**src/rtl/pulse_gen_pkg.sv**
```systemverilog
// Shared types and constants for the multi-channel pulse generator.
package pulse_gen_pkg;

  typedef enum logic [1:0] {
    IDLE = 2'd0,
    RUN  = 2'd1,
    SHOT = 2'd2
  } state_e;

  typedef enum logic {
    CONT    = 1'b0,
    ONESHOT = 1'b1
  } mode_e;

  localparam logic MODE_CONT    = 1'b0;
  localparam logic MODE_ONESHOT = 1'b1;

endpackage

```
**src/rtl/pulse_gen_chan.sv**
```systemverilog
// One pulse channel: continuous PWM-style pulse or one-shot of W cycles.
// Optional PULSE_GEN_MULTI_SYNC_EN adds sync_i (phase realign / shot abort).
//
// state | meaning
// IDLE  | disabled, or one-shot armed waiting for trigger
// RUN   | continuous: phase counter cycles 0..P-1, pulse high on phases 0..W-1
// SHOT  | one-shot in progress: pulse and busy high for W cycles
module pulse_gen_chan
  import pulse_gen_pkg::*;
#(
  parameter int CNT_W = 16
) (
  input  logic             clk,
  input  logic             rst_n,
  input  logic             en_i,
  input  logic             mode_i,
  input  logic [CNT_W-1:0] period_i,
  input  logic [CNT_W-1:0] width_i,
  input  logic             trig_i,
`ifdef PULSE_GEN_MULTI_SYNC_EN
  input  logic             sync_i,
`endif
  output logic             pulse_o,
  output logic             busy_o
);

  state_e           state_q, state_d;
  mode_e            mode_q, mode_d;
  logic [CNT_W-1:0] per_q, per_d, wid_q, wid_d, cnt_q, cnt_d;
  logic             pulse_q, pulse_d, busy_q, busy_d, en_q;
  logic [CNT_W-1:0] cnt_inc, per_last, wid_last;

  assign cnt_inc  = cnt_q + CNT_W'(1);
  // A zero period behaves as a period of one cycle.
  assign per_last = (per_q == '0) ? '0 : per_q - CNT_W'(1);
  assign wid_last = wid_q - CNT_W'(1);

  always_comb begin
    state_d = state_q;
    mode_d  = mode_q;
    per_d   = per_q;
    wid_d   = wid_q;
    cnt_d   = cnt_q;
    pulse_d = pulse_q;
    busy_d  = busy_q;
    if (!en_i) begin
      state_d = IDLE;
      cnt_d   = '0;
      pulse_d = 1'b0;
      busy_d  = 1'b0;
    end else if (!en_q) begin
      mode_d = mode_e'(mode_i);
      per_d  = period_i;
      wid_d  = width_i;
      cnt_d  = '0;
      busy_d = 1'b0;
      if (mode_i == MODE_ONESHOT) begin
        state_d = IDLE;
        pulse_d = 1'b0;
      end else begin
        state_d = RUN;
        pulse_d = (width_i != '0);
      end
`ifdef PULSE_GEN_MULTI_SYNC_EN
    end else if (sync_i) begin
      cnt_d  = '0;
      busy_d = 1'b0;
      if (state_q == RUN) begin
        pulse_d = (wid_q != '0);
      end else begin
        state_d = IDLE;
        pulse_d = 1'b0;
      end
`endif
    end else begin
      case (state_q)
        RUN: begin
          if (cnt_q == per_last) begin
            // Last cycle of the period: pick up the new period/width here.
            per_d   = period_i;
            wid_d   = width_i;
            cnt_d   = '0;
            pulse_d = (width_i != '0);
          end else begin
            cnt_d   = cnt_inc;
            pulse_d = (wid_q > cnt_inc);
          end
        end
        SHOT: begin
          if (cnt_q == wid_last) begin
            state_d = IDLE;
            cnt_d   = '0;
            pulse_d = 1'b0;
            busy_d  = 1'b0;
          end else begin
            cnt_d = cnt_inc;
          end
        end
        IDLE: begin
          if (trig_i && (wid_q != '0) && (mode_q == ONESHOT)) begin
            state_d = SHOT;
            cnt_d   = '0;
            pulse_d = 1'b1;
            busy_d  = 1'b1;
          end
        end
        default: begin
          state_d = IDLE;
          cnt_d   = '0;
          pulse_d = 1'b0;
          busy_d  = 1'b0;
        end
      endcase
    end
  end

  always_ff @(posedge clk or negedge rst_n) begin
    if (!rst_n) begin
      state_q <= IDLE;
      mode_q  <= CONT;
      per_q   <= '0;
      wid_q   <= '0;
      cnt_q   <= '0;
      pulse_q <= 1'b0;
      busy_q  <= 1'b0;
      en_q    <= 1'b0;
    end else begin
      state_q <= state_d;
      mode_q  <= mode_d;
      per_q   <= per_d;
      wid_q   <= wid_d;
      cnt_q   <= cnt_d;
      pulse_q <= pulse_d;
      busy_q  <= busy_d;
      en_q    <= en_i;
    end
  end

  assign pulse_o = pulse_q;
  assign busy_o  = busy_q;

endmodule

```
**src/rtl/pulse_gen_multi.sv**
```systemverilog
// NUM_CH independent pulse channels sharing one clock and reset.
// Optional PULSE_GEN_MULTI_SYNC_EN adds sync_start, broadcast to all channels.
module pulse_gen_multi
  import pulse_gen_pkg::*;
#(
  parameter int NUM_CH = 4,
  parameter int CNT_W  = 16
) (
  input  logic                    clk,
  input  logic                    rst_n,
  input  logic [NUM_CH-1:0]       ch_en,
  input  logic [NUM_CH-1:0]       cfg_mode,
  input  logic [NUM_CH*CNT_W-1:0] cfg_period,
  input  logic [NUM_CH*CNT_W-1:0] cfg_width,
  input  logic [NUM_CH-1:0]       trigger,
`ifdef PULSE_GEN_MULTI_SYNC_EN
  input  logic                    sync_start,
`endif
  output logic [NUM_CH-1:0]       pulse,
  output logic [NUM_CH-1:0]       busy
);

  for (genvar i = 0; i < NUM_CH; i++) begin : g_ch
    pulse_gen_chan #(
      .CNT_W(CNT_W)
    ) u_chan (
      .clk     (clk),
      .rst_n   (rst_n),
      .en_i    (ch_en[i]),
      .mode_i  (cfg_mode[i]),
      .period_i(cfg_period[i*CNT_W +: CNT_W]),
      .width_i (cfg_width[i*CNT_W +: CNT_W]),
      .trig_i  (trigger[i]),
`ifdef PULSE_GEN_MULTI_SYNC_EN
      .sync_i  (sync_start),
`endif
      .pulse_o (pulse[i]),
      .busy_o  (busy[i])
    );
  end

endmodule

```
**config.mk**
```make
export PLATFORM = sky130hd
export DESIGN_NAME = pulse_gen_multi
export DESIGN_NICKNAME = d
export VERILOG_FILES = /design/src/rtl/pulse_gen_pkg.sv /design/src/rtl/pulse_gen_chan.sv /design/src/rtl/pulse_gen_multi.sv
export SDC_FILE = /design/constraint.sdc
export NUM_CORES = 1
export LEC_CHECK = 0
export ABC_AREA = 0
export CORE_ASPECT_RATIO = 1.1
export CORE_MARGIN = 2
export CORE_UTILIZATION = 45
export DETAILED_ROUTE_END_ITERATION = 16
export REMOVE_ABC_BUFFERS = 1
export SYNTH_ARGS = -nofsm -noshare
export SYNTH_HDL_FRONTEND = slang
export SYNTH_SLANG_ARGS = --single-unit
```
**constraint.sdc**
```tcl
create_clock -name clk -period 4.8 [get_ports clk]
set_clock_uncertainty 0.2 [all_clocks]
set_input_delay 1.44 -clock clk [delete_from_list [all_inputs] [get_ports clk]]
set_output_delay 1.44 -clock clk [all_outputs]
set_load 0.02 [all_outputs]
```
==> results, run 1 <==
- Clock latency on the worst-skew pair, taken at its later pin, is 570 ps.
- In this run the static leakage power is 7.66 nW.
- Using the TritonRoute via totals, the vias-per-cell ratio works out to 5.94.
- From bottom edge to top edge, the die measures 208 um.
- Wires add up to 44.7 mm.
- In the final routed layout, each cell accounts on average for 18.2 um.
- The number of diodes added for antenna fixing is 0.
- CTS built an H-tree with a depth of 1.
- The hold violation count in the final report is 0.
- The aggregate global routing overflow is 0.
- The total chip power is 5.92 mW.
- The number of sinks driven by the clock tree is 212.
- Dividing total power by cell area gives a power density of 300 nW/um^2.
- The floorplan core area is 37,200 um^2.
- The layout cell share with drive strength beyond 1 is 12.7%.
- The type of the most critical hold path is reg2reg.
- The number of hold buffers added after CTS was 0.
- Counting along the longest clock path gives a buffer depth of 3.
- The global-route wire length before repair is 74.5 mm.
- Setup repair after global routing left no endpoint under its margin.
- In the routed design, unresolved DRC markers number 0.
- Walking the worst path, the cells encountered are inv_1, ha_1, or4b_2, nor3_1, mux2i_1, xnor2_1, a2111oi_0, nand4_1, a22oi_1, nand2b_1, o21ai_0.
- The die covers 39,500 um^2.
- Relative to the synthesized area, the layout overhead comes to 16.0%.
- Max-cap violations in this run came to 0.
- The number of distinct library cells after synthesis is 86.
- The type of the worst setup path is reg2reg.
- Derived from the worst setup path, the maximum achievable clock frequency is 0.231 GHz.
- The pin count of the biggest net entering global routing is 98.
- The detailed router's first-iteration violation count is 836.
- The number of clock buffers added by TritonCTS is 28.
- The dominant cell by count in the synthesized netlist is sky130_fd_sc_hd__dfrtp_1.
- Fill cells in the final layout number 3,424.
- The post-synthesis async set-or-reset flop share is 100%.
- The post-layout minimum cycle time is 4320 ps.
- The critical-path maximum fanout is 15.
- The post-detailed-route count of antenna-violating nets is 0.
- The worst path arrival time is 4530 ps.
- At the end of the flow, the number of nets in the layout was 2,176.
- After synthesis, the cell types taking the most area are sky130_fd_sc_hd__dfrtp_1 31%, sky130_fd_sc_hd__mux2_2 7.2%, sky130_fd_sc_hd__ha_1 6.5%.
- The largest total area in the synthesized netlist belongs to sky130_fd_sc_hd__dfrtp_1.
- On the critical path the largest part of the delay comes from simple AND/OR/NAND/NOR gates.
- The count of warnings emitted by yosys is 0.
- The largest single stage delay on the critical path is 720 ps.
- The initial standard-cell utilization of the core is 45.8%.
- At the end of routability-driven placement, the weighted congestion stood at 0.941.
- Across the VDD grid, the largest voltage drop is 0.274 mV.
- The final period utilization is 90.1%.
- The CTS tree is yes.
- The cell chosen for the clock root is sky130_fd_sc_hd__clkbuf_16.
- In this run, synthesis inferred 0 flip-flops with an integrated enable.
- The register area share after synthesis is 31.1%.
- Post-CTS timing repair inserted 0 buffers for setup.
- For this run, the leading register cell type out of synthesis is sky130_fd_sc_hd__dfrtp_1.
- STA classifies the critical path startpoint as a register.
- At the end of the flow the core is filled with cells to 53.1%.
- The I/O pin count is 150.
- The number of pins exceeding their max-slew limit in the final report is 0.
- The synthesized design contains 212 register bits.
- Setup slack on the critical path of the routed design comes to 476 ps.
- The die span in x is 190 um.
- The detailed router placed 14,603 vias in this run.
- A synthesized cell averages 9.10 um^2.
- The commonest cells after synthesis are 212 x sky130_fd_sc_hd__dfrtp_1, 114 x sky130_fd_sc_hd__nand2_1, 109 x sky130_fd_sc_hd__mux2_2.
- The first TritonRoute pass finished after 5 iterations.
- Summed over all failing endpoints, the final setup total negative slack is 0 ps.
- The type of destination of the critical path is a register.
- The number of buffers added on ports is 149.
- The setup slack after placement is 561 ps.
- The endpoint required time on the critical path is 5010 ps.
- Setup violations remaining at the end of the flow were counted as 0.
- After clock tree synthesis, the clock-pin slew on the worst setup and hold paths is 60 ps.
- Of the post-synthesis cell area, the dominant cell type holds 31.1%.
- The flow ran to the end, and the final reports show no timing, DRC or antenna violations.
- The number of cells in the finished layout apart from fillers is 2,460.
- After detailed placement, the design holds a cell count of 2,410.
- The worst-margin pin slew is 915 ps.
- Among all stages on the critical path, the largest delay is contributed by sky130_fd_sc_hd__or4b_2.
- The initial antenna violation count is 2.
- After synthesis the cells add up to 17,100 um^2.
- The number of global-route vias before repair is 14,447.
- The worst pin sits at a relative slew slack of 38.4%.
- The placed wire-length estimate after detailed placement is 33.6 mm.
- Together, buffers and inverters on the worst path number 1.
- The floorplan has 74 rows.
- The cell count after synthesis is 1,874.
- The global router's overall resource usage is 22.7%.
- Once the clock tree was built, the resizer swapped 0 gates to a different size.
cell type report:
| type | count | area [um^2] | area share, % |
|---|---|---|---|
| Clock buffer | 37 | 805 | 4.07 |
| Clock inverter | 13 | 185 | 0.936 |
| Inverter | 56 | 210 | 1.06 |
| Multi-Input combinational cell | 1473 | 10900 | 55.3 |
| Sequential cell | 212 | 5310 | 26.8 |
| Tap cell | 494 | 618 | 3.13 |
| Timing Repair Buffer | 175 | 1720 | 8.68 |
cells by family (layout without fill, tap and decap cells):
logic type	after synthesis	in the layout	synth area share, %
compound gates	376	376	15.5
xor+xnor	187	187	9.77
simple gates	665	665	21.5
flops	212	212	31.1
fa+ha+maj	88	88	6.46
mux	157	157	10.9
buf+inv	189	281	4.77
per-stage QoR:
stage | hold slack, ps | instance area (um^2)
floorplan | 273 | 16400
global placement | 281 | 18800
detailed placement | 283 | 18800
CTS | 299 | 19800
global route | 302 | 19800
finish | 293 | 19800
where the power goes:
| group | total (mW) | switching (mW) | leakage, nW | internal, mW |
|---|---|---|---|---|
| combinational | 1.40 | 0.668 | 4.53 | 0.728 |
| clock | 2.24 | 0.850 | 0.485 | 1.39 |
| sequential | 2.29 | 0.328 | 2.65 | 1.96 |
| total | 5.92 | 1.85 | 7.66 | 4.08 |
flip-flops by register name, indices dropped and copies added (netlist names):
register             flops
g_ch.u_chan.busy_o       3
g_ch.u_chan.cnt_q       64
g_ch.u_chan.en_q         4
g_ch.u_chan.mode_q       4
g_ch.u_chan.per_q       64
g_ch.u_chan.pulse_o      4
g_ch.u_chan.state_q      5
g_ch.u_chan.wid_q       64
worst reg2reg max path: stages, from the launching register on:
cell                        delay, ps
sky130_fd_sc_hd__dfrtp_1          440
sky130_fd_sc_hd__inv_1            110
sky130_fd_sc_hd__ha_1             260
sky130_fd_sc_hd__or4b_2           720
sky130_fd_sc_hd__nor3_1           270
sky130_fd_sc_hd__mux2i_1          250
sky130_fd_sc_hd__xnor2_1          110
sky130_fd_sc_hd__a2111oi_0        440
sky130_fd_sc_hd__nand4_1          260
sky130_fd_sc_hd__a22oi_1          460
sky130_fd_sc_hd__nand2b_1         510
sky130_fd_sc_hd__o21ai_0          160
layout by cell type (no fill, tap or decap), drive strengths merged, types with 8 or more instances in the layout:
master         instances
a2111oi                9
mux2                 139
nor2                  88
nand3b                11
nand2b                37
nand3                 80
clkdlybuf4s50        148
o22ai                 12
o21ai                 73
or3                   19
nand4b                 9
a211oi                18
buf                   27
xnor2                101
or4                   18
o31ai                 22
nor4                  62
nand4                 58
mux2i                 18
nor3b                  8
o21a                  11
ha                    88
a21o                  33
o211ai                15
inv                   56
a31oi                 20
xor2                  84
or2                   12
and4                   8
clkbuf                37
o2bb2ai                8
and2                  16
dfrtp                212
nor2b                 22
nand2                114
nor3                  55
and3                  31
a21oi                 60
layer usage:
| metal | part of all wire (%) | global-route usage [%] | routed length [um] |
|---|---|---|---|
| met3 | 4.3 | 2.67 | 1920 |
| met2 | 48 | 38.5 | 21400 |
| met4 | 2.4 | 6.79 | 1090 |
| met1 | 45 | 30.4 | 20300 |
| met5 | 0.051 | 0 | 23 |
final timing paths:
check / start / end / slack (ps) / cells past startpoint
worst max register to register: g_ch[0].u_chan.per_q[0]$_DFFE_PN0P_ / g_ch[0].u_chan.cnt_q[3]$_DFFE_PN0P_ / 480 / 11
min in group asynchronous: rst_n / g_ch[0].u_chan.per_q[7]$_DFFE_PN0P_ / 670 / 1
worst min register to register: g_ch[2].u_chan.pulse_o$_DFFE_PN0P_ / g_ch[2].u_chan.pulse_o$_DFFE_PN0P_ / 290 / 1
worst max-delay path: g_ch[0].u_chan.per_q[0]$_DFFE_PN0P_ / g_ch[0].u_chan.cnt_q[3]$_DFFE_PN0P_ / 480 / 11
worst min-delay path: g_ch[2].u_chan.pulse_o$_DFFE_PN0P_ / g_ch[2].u_chan.pulse_o$_DFFE_PN0P_ / 290 / 1
max in group asynchronous: rst_n / g_ch[1].u_chan.en_q$_DFF_PN0_ / 2790 / 2
Note: power is estimated with default switching activity, not from simulation.
==> inputs of run 2 (changes only) <==
- CAP_MARGIN: not set -> 20
- HOLD_SLACK_MARGIN: not set -> 0.02
- SLEW_MARGIN: not set -> 0
==> results of run 2 <==
Same layout as run 1: the final DEF is identical, and so are final timing and power.
==> inputs of run 3 (changes only) <==
- MAX_ROUTING_LAYER: not set -> met4
==> results, run 3 (same netlist as run 1, synthesis figures left out) <==
- The slowest stage of the critical path belongs to the cell sky130_fd_sc_hd__or4b_2.
- The signal on the critical path passes through inv_1, ha_1, or4b_2, nor3_1, mux2i_1, xnor2_1, a2111oi_0, nand4_1, a22oi_1, nand2b_1, o21ai_0.
- The routed wirelength normalized by instance count is 18.2 um.
- STA classifies the critical path startpoint as a register.
- Entering global routing, the biggest net connects 100 pins.
- In this run the tightest slew margin relative to its limit is 37.1%.
- After floorplanning, the core was divided into 74 placement rows.
- The min-delay analysis places its worst path in the category reg2reg.
- During placement, the flow inserted port buffers numbering 149.
- The post-CTS setup-driven buffer insertion count is 0.
- The kind of cell adding the most delay to the critical path is simple AND/OR/NAND/NOR gates.
- Across the VDD grid, the largest voltage drop is 0.260 mV.
- The initial antenna violation count came to 0.
- Global routing used 23.2% of the available tracks across all layers.
- The type of destination of the critical path is a register.
- The number of H-tree branching levels is 1.
- The first global-routing pass estimated 74.3 mm of wire.
- The share of total power in the clock network is 38.2%.
- The cell chosen for the clock root is sky130_fd_sc_hd__clkbuf_16.
- The wire length after detailed routing is 44.7 mm.
- For this run, the detailed router's first-pass iteration total came to 5.
- The largest registers in the layout are g_ch.u_chan.cnt_q (64), g_ch.u_chan.per_q (64), g_ch.u_chan.wid_q (64).
- The delay of the slowest critical-path stage is 720 ps.
- Setup repair after global routing left no endpoint under its margin.
- From synthesis to final layout, the design area changed by 16.1%.
- The net total in the final layout is 2,176.
- The internal power of the cells totals 4.15 mW.
- The clock transition at the registers of the reported paths is 60 ps.
- For this configuration, the core starts out at a cell density of 45.8%.
- In the final layout, the share of cells above drive strength 1 is 12.5%.
- The die span in y is 208 um.
- The residual DRC count is 0.
- After filler insertion, the fill cell instance count of the layout stands at 3,403.
- Counting every sink on the clock net gives 212.
- The number of vias in the routed layout is 14,619.
- Once detail routing completed, the nets flagged for antenna violations numbered 0.
- After routing the design area is 19,800 um^2.
- The number of global-route vias before repair is 14,394.
- The floorplan step defined a die boundary enclosing 39,500 um^2.
- The worst-skew pair later-pin latency is 550 ps.
- The smallest hold slack is 306 ps.
- The HPWL after detailed placement is 33.5 mm.
- The final period utilization is 89.9%.
- The run finished with clean final reports.
- The sequential group share of total power is 38.4%.
- In this run, post-CTS repair resized a total of 0 instances.
- In this run the deepest clock path goes through 3 buffers.
- The CTS tree is yes.
- The number of pins exceeding their max-slew limit in the final report is 0.
- Net switching is 30.5% of the power.
- The aggregate global routing overflow is 0.
- The hold violation count in the final report is 0.
- The critical-path maximum fanout is 15.
- The endpoint required time on the critical path is 5000 ps.
- The routed design could run at a clock period as short as 4310 ps.
- The sum of negative setup slack is 0 ps.
- The tool flagged a number of max-cap violations equal to 0.
- The type of the worst setup path is reg2reg.
- The total power divided by cell area is 302 nW/um^2.
- Setup violations remaining at the end of the flow were counted as 0.
- The library cells used most frequently in the layout, excluding fill and tap cells, are 212 x sky130_fd_sc_hd__dfrtp_1, 148 x sky130_fd_sc_hd__clkdlybuf4s50_1, 114 x sky130_fd_sc_hd__nand2_1, 109 x sky130_fd_sc_hd__mux2_2, 101 x sky130_fd_sc_hd__xnor2_1.
- The die span in x is 190 um.
- At the pin with the least slew margin, the transition time is 935 ps.
- For this design the static power due to leakage is 7.67 nW.
- The I/O pin count is 150.
- The placed instances occupy a cell area of 18,800 um^2.
- In the routed layout, each cell is associated on average with a via count of 5.94.
- The detailed router's first-iteration violation count is 835.
- The switching power summed over all nets is 1.82 mW.
- The upper clock frequency limit is 0.232 GHz.
- Counting both buffers and inverters, the worst setup path holds a total of 1.
- Buffers inserted to repair hold after CTS numbered 0.
- Combinational logic is responsible for 23.3% of the overall power.
- TritonCTS created 28 clock buffers.
- Routability-driven placement finished with a final weighted congestion of 0.960.
- The worst path arrival time is 4520 ps.
- The most common cell after layout, fill and taps aside is sky130_fd_sc_hd__dfrtp_1.
- The number of diodes added for antenna fixing is 0.
- The floorplan core area is 37,200 um^2.
[run 3: cell type report]
type	instances	area [um^2]	area share, %
tap	494	618	3.12
clock buffer	41	831	4.20
multi-input combinational	1473	10900	55.2
inverter	56	210	1.06
clock inverter	9	170	0.860
sequential	212	5310	26.8
timing repair buffer	175	1730	8.72
[run 3: path summary, 6_finish.rpt]
path	from	endpoint	slack (ps)	cells past startpoint
setup / recovery	g_ch[0].u_chan.per_q[0]$_DFFE_PN0P_	g_ch[0].u_chan.cnt_q[15]$_DFFE_PN0P_	490	11
hold / removal	g_ch[1].u_chan.mode_q$_DFFE_PN0P_	g_ch[1].u_chan.mode_q$_DFFE_PN0P_	310	1
setup reg to reg	g_ch[0].u_chan.per_q[0]$_DFFE_PN0P_	g_ch[0].u_chan.cnt_q[15]$_DFFE_PN0P_	490	11
hold reg to reg	g_ch[1].u_chan.mode_q$_DFFE_PN0P_	g_ch[1].u_chan.mode_q$_DFFE_PN0P_	310	1
max in group asynchronous	rst_n	g_ch[3].u_chan.cnt_q[5]$_DFFE_PN0P_	3060	2
min in group asynchronous	rst_n	g_ch[0].u_chan.cnt_q[8]$_DFFE_PN0P_	510	1
[run 3: per-layer routing]
layer | wire length, um | track usage (%)
met5 | 0 | -
met4 | 952 | 5.93
met3 | 2000 | 2.67
met2 | 21200 | 38.4
met1 | 20600 | 30.4
[run 3: power by group through the flow]
stage / clock network, mW / logic, mW / registers, mW
after global routing: 2.42 / 1.56 / 2.33
after global placement: 0 / 1.35 / 2.31
after CTS: 2.35 / 1.40 / 2.29
final: 2.28 / 1.39 / 2.29
after floorplan: 0 / 0.967 / 2.22
after detailed placement: 0 / 1.38 / 2.32
[run 3: through the flow]
step | util (%) | std cells | setup WS (ps) | total power, mW
after floorplan | - | 1741 | 91.6 | 3.19
after global placement | 50.5 | 2409 | 711 | 3.67
after detailed placement | 50.5 | 2409 | 564 | 3.70
after CTS | 53.2 | 2459 | 516 | 6.03
after global routing | 53.2 | 2460 | 189 | 6.31
final | 53.2 | 2460 | 486 | 5.97
